File: src/rtl/serial_subtractor.sv
// Bit-serial subtractor: one full-subtractor cell plus a borrow flop.
// Operands are consumed LSB-first, one bit per clock. A request is accepted
// from IDLE, runs WIDTH shift cycles in SHIFT, then pulses done for one cycle
// in DONE before going back to IDLE.
//
// Handshake: start is sampled only in IDLE. a/b are captured on the accepting
// edge and ignored afterwards. busy is high exactly while in SHIFT. done is a
// one-cycle pulse in DONE. diff/borrow_out are valid from done onward and hold
// until the next completion. busy and done are never high together.
module serial_subtractor #(
    parameter int WIDTH = 8
) (
    input  logic             clk,
    input  logic             rst_n,
    input  logic             start,
    input  logic [WIDTH-1:0] a,
    input  logic [WIDTH-1:0] b,
    output logic             busy,
    output logic             done,
    output logic [WIDTH-1:0] diff,
    output logic             borrow_out
);

    localparam int CW = $clog2(WIDTH);
    localparam logic [CW-1:0] LAST_CNT = CW'(WIDTH - 1);

    typedef enum logic [1:0] {
        IDLE  = 2'd0,
        SHIFT = 2'd1,
        DONE  = 2'd2
    } state_t;

    state_t           state;
    logic [WIDTH-1:0] a_sr;
    logic [WIDTH-1:0] b_sr;
    logic [WIDTH-1:0] r_sr;
    logic             br;
    logic [CW-1:0]    cnt;

    logic             d;
    logic             br_next;
    logic [WIDTH-1:0] r_next;

    // Full-subtractor cell on the current LSBs and the stored borrow.
    always_comb begin
        d       = a_sr[0] ^ b_sr[0] ^ br;
        br_next = (~a_sr[0] & b_sr[0]) | (~(a_sr[0] ^ b_sr[0]) & br);
        r_next  = {d, r_sr[WIDTH-1:1]};
    end

    // Control FSM and datapath registers; busy/done are registered decodes
    // of the next state, so they are glitch-free.
    always_ff @(posedge clk or negedge rst_n) begin
        if (!rst_n) begin
            state      <= IDLE;
            a_sr       <= '0;
            b_sr       <= '0;
            r_sr       <= '0;
            br         <= 1'b0;
            cnt        <= '0;
            busy       <= 1'b0;
            done       <= 1'b0;
            diff       <= '0;
            borrow_out <= 1'b0;
        end else begin
            case (state)
                IDLE: begin
                    if (start) begin
                        a_sr  <= a;
                        b_sr  <= b;
                        r_sr  <= '0;
                        br    <= 1'b0;
                        cnt   <= '0;
                        busy  <= 1'b1;
                        state <= SHIFT;
                    end
                end
                SHIFT: begin
                    a_sr <= a_sr >> 1;
                    b_sr <= b_sr >> 1;
                    r_sr <= r_next;
                    br   <= br_next;
                    cnt  <= cnt + CW'(1);
                    // The WIDTH-th shift: publish the result, including this bit.
                    if (cnt == LAST_CNT) begin
                        diff       <= r_next;
                        borrow_out <= br_next;
                        busy       <= 1'b0;
                        done       <= 1'b1;
                        state      <= DONE;
                    end
                end
                DONE: begin
                    done  <= 1'b0;
                    state <= IDLE;
                end
                default: begin
                    busy  <= 1'b0;
                    done  <= 1'b0;
                    state <= IDLE;
                end
            endcase
        end
    end

endmodule

File: config.mk
export PLATFORM = sky130hd
export DESIGN_NAME = serial_subtractor
export DESIGN_NICKNAME = d
export VERILOG_FILES = /design/src/rtl/serial_subtractor.sv
export SDC_FILE = /design/constraint.sdc
export NUM_CORES = 1
export LEC_CHECK = 0
export ABC_AREA = 1
export CORE_ASPECT_RATIO = 1.1
export CORE_MARGIN = 2
export CORE_UTILIZATION = 40
export DETAILED_ROUTE_END_ITERATION = 8
export PLACE_DENSITY = 0.65
export SLEW_MARGIN = 20
export SYNTH_ARGS = -nofsm -noshare
export SYNTH_HDL_FRONTEND = slang
export SYNTH_SLANG_ARGS = --single-unit
File: constraint.sdc
create_clock -name clk -period 1.1 [get_ports clk]
set_input_delay 0.165 -clock clk [delete_from_list [all_inputs] [get_ports clk]]
set_output_delay 0.165 -clock clk [all_outputs]
set_load 0.05 [all_outputs]
==> out/summary.md <==
The net switching share of the total power was 41.0%. nand2_1 is the most common cell in the netlist. Floorplan core area: 4380 um2.

The worst-margin pin slew is 220 ps, and the combined flip-flop and latch cell area is 1000 um2. The run gives 4 as the first-pass detailed-route iteration total. The area share of the leading cell type in the synthesized netlist is 54.1%, and the share of the clock period used by the worst path after layout is 109%. After synthesis, the most frequently instantiated cells are nand2_1, nand3_1, dfrtp_1.

Data on the critical path arrives at its endpoint at 1380 ps. The final worst-path setup slack was -96.5 ps. The library cell occupying the most area in the post-synthesis netlist is dfrtp_1. In this run the number of H-tree levels came out at 2.

In this run the cell area of the synthesized design comes to 1850 um2. Entering global routing, the biggest net connects 41 pins. Along the worst path, the maximum fanout reaches 6. For the setup TNS, the log shows -2270 ps. In this run the worst hold path is classified as in -> async. Net switching power: 3840 uW. For this design the static power due to leakage is 0.00150 uW. In this run the horizontal extent of the chip is 68.9 um. Setup violations remaining at the end of the flow were counted as 38. The first global-routing pass estimated 6720 um of wire. The tools report the final clock skew as 6.37 ps. The clock slew seen by the registers of the worst setup and hold paths is 70 ps.

The endpoint class of the critical path is a flip-flop. Cell chosen for the clock root: clkbuf_8. The filler cells instantiated in the layout total 309. The post-synthesis net count came out at 239. For this run, the register share of the synthesized area comes to 54.1%.

Once detailed placement completed, the half-perimeter wirelength came to 2700 um. In this run, CTS created clock tree buffers numbering 5. Data on the critical path is required at its endpoint by 1290 ps.

The run gives 19 as the count of unique library cells instantiated by Yosys. Number of flops mapped to enable cells by yosys: 0. Setup repair after global routing could not meet its margin everywhere.

The proportion of layout cells with a drive suffix above 1 was 36.2%; the effective utilization at floorplan was 42.3%. In this run, synthesis produced a sequential element count of 40. Startpoint type of the worst setup path: a flip-flop. The tools report the global-route usage over all layers as 18.1%. Of the total power, combinational logic draws 59.9%. The hold violation count in the final report is 0, and the final cell area excluding filler cells is 3040 um2. Across the VDD grid, the largest voltage drop is 0.00156 V. 0 antenna diodes ended up in the layout. The logs give 5040 um for the wire length reported by the detailed router and 0.836 GHz for the maximum clock frequency.

In the synthesized netlist the dominant register cell turns out to be dfrtp_1. By area the synthesized netlist is led by dfrtp_1, nand3_1, nand2_1. The setup path with the least slack is of type reg -> reg. The average wire length per cell after detail routing was 15.1 um. A synthesized cell averages 8.53 um2.

For the worst max-slew margin expressed relative to the limit, the log shows 85.3%. The run gives 0 as the initial antenna violation count. After global routing the overflow that remains totals 0.

The clock network fraction of total power came out at 10.8%. Pin placement for this block handled 30 I/O pins. The number of global-route vias before repair was 1478; the internal power summed over all cells was 5520 uW.

After layout, the design draws a total of 9350 uW. The multi-input combinational cells in the finished layout cover a total of 837 um2. After the first detailed-routing iteration, the DRC count stood at 157. The die covers 5190 um2.

The placed instances occupy a cell area of 2470 um2. The setup check on the worst reg-to-reg path leaves a slack of -100 ps. The number of port buffers works out to 29. The final reports fail on setup timing. The ratio of routed vias to standard cells is 4.94.

The clock period minus worst slack was 1200 ps. For the worst-skew pair, the clock arrives at the later sink with an insertion delay of 300 ps. Relative to the synthesized area, the layout overhead comes to 64.3%. In this run the vertical extent of the chip is 75.3 um. The count of nets after finishing came out at 300. In this run the critical register-to-register path is launched from state[0]. Synthesis handed over a netlist of 217 instances. The tools report the total number of placement rows as 25.

The DRC violation count after routing came out at 0. Sequential cells account for 29.3% of the total power. Counting cells, the worst reg-to-reg path comes to 6.

The clock drives 40 sinks. The count of nets left with antenna violations once routing finished came out at 0. The warning count from the yosys run was 0.

The worst register-to-register path ends at a_sr[1]. The flow ran to the end, but the final reports show violations. The final max-slew violation count is 0, and the maximum count of clock buffers along a single path is 2. The congestion estimate from routability-driven global placement came to 0.710. The total of max-cap violations is 0.

Of all flip-flops after synthesis, the portion carrying an async set or reset was 100%. TritonCTS built the clock tree. The power density normalized to cell area is 3080 nW/um2. Summing over every cut layer, the via total after detailed routing is 1644.
metal layers:
metal | vias up | GRT usage [%] | routed length [um]
met4 | 0 | 10.0 | 75
met2 | 47 | 26.5 | 2520
met3 | 7 | 3.55 | 249
met5 | - | 0 | 0
met1 | 784 | 25.3 | 2200
li1 | 806 | - | -
worst max path at each step:
stage                         from          to  slack (ps)  cells after the start
after floorplan             cnt[0]  borrow_out         -30                      5
after global placement       start     b_sr[7]        -200                      6
after detailed placement     start     a_sr[7]        -220                      6
after CTS                   cnt[0]     diff[5]         -80                      6
after global routing        cnt[0]     diff[1]        -150                      6
final                     state[0]     a_sr[1]        -100                      6
power by group through the flow:
stage               Clock [uW]  Sequential, uW  Combinational, uW
floorplan                    0            3170               1820
global placement             0            2650               4120
detailed placement           0            2680               4200
CTS                       1030            2700               4440
global route              1080            2810               6020
finish                    1010            2740               5600
critical path, stage by stage, from the launching register on:
cell       delay [ps]
dfrtp_2           460
buf_12            150
nand2_8           130
nand2_8            80
clkbuf_16         170
nand3_2            60
nand2_1            50
per-stage QoR:
| step | cells | hold WS [ps] | worst slack, ps | util [%] |
|---|---|---|---|---|
| 6_report | 333 | 375 | -96.5 | 69.4 |
| 5_1_grt | 333 | 398 | -148 | 69.4 |
| 4_1_cts | 320 | 376 | -77.4 | 61.2 |
| 3_5_place_dp | 308 | 153 | -224 | 56.5 |
| 3_3_place_gp | 308 | 150 | -200 | 56.5 |
| 2_1_floorplan | 217 | -131 | -30.4 | - |
cells in the final DEF, fill, tap and decap left out, drive strengths merged:
master	netlist	routed
a21oi	1	1
buf	9	41
clkbuf	2	14
clkdlybuf4s50	0	17
clkinv	0	1
dfrtp	40	40
dlygate4sd3	0	1
fa	1	1
ha	2	2
inv	35	34
nand2	55	55
nand3	45	45
nor2	8	8
o21ai	18	18
o22ai	1	1
registers in the layout (all words and copies together), names as in the netlist:
name and flops:
a_sr 8, borrow_out 1, state 2, b_sr 8
diff 8, br 1, r_sr 7, cnt 3
busy 1, done 1
kinds of logic after synthesis:
logic type / Yosys count / synth area share, %
simple gates: 108 / 25.6
buf+inv: 46 / 10.8
flops: 40 / 54.1
compound gates: 20 / 7.10
fa+ha+maj: 3 / 2.43
final cells by class:
| type | instances | area share, % |
|---|---|---|
| Clock buffer | 8 | 2.96 |
| Inverter | 35 | 4.49 |
| Multi-Input combinational cell | 131 | 27.5 |
| Sequential cell | 40 | 33.0 |
| Tap cell | 54 | 2.22 |
| Timing Repair Buffer | 65 | 29.8 |
repair_timing:
item                       4_1_cts  5_1_grt
setup endpoints to repair       33       38
pin swaps                        3        9
resized for setup               24       37
hold buffers                     1        0
hold endpoints to repair        40        0
gates cloned                     1        6
buffers inserted                 2        7
No activity file was read; power rests on OpenSTA's default activity.
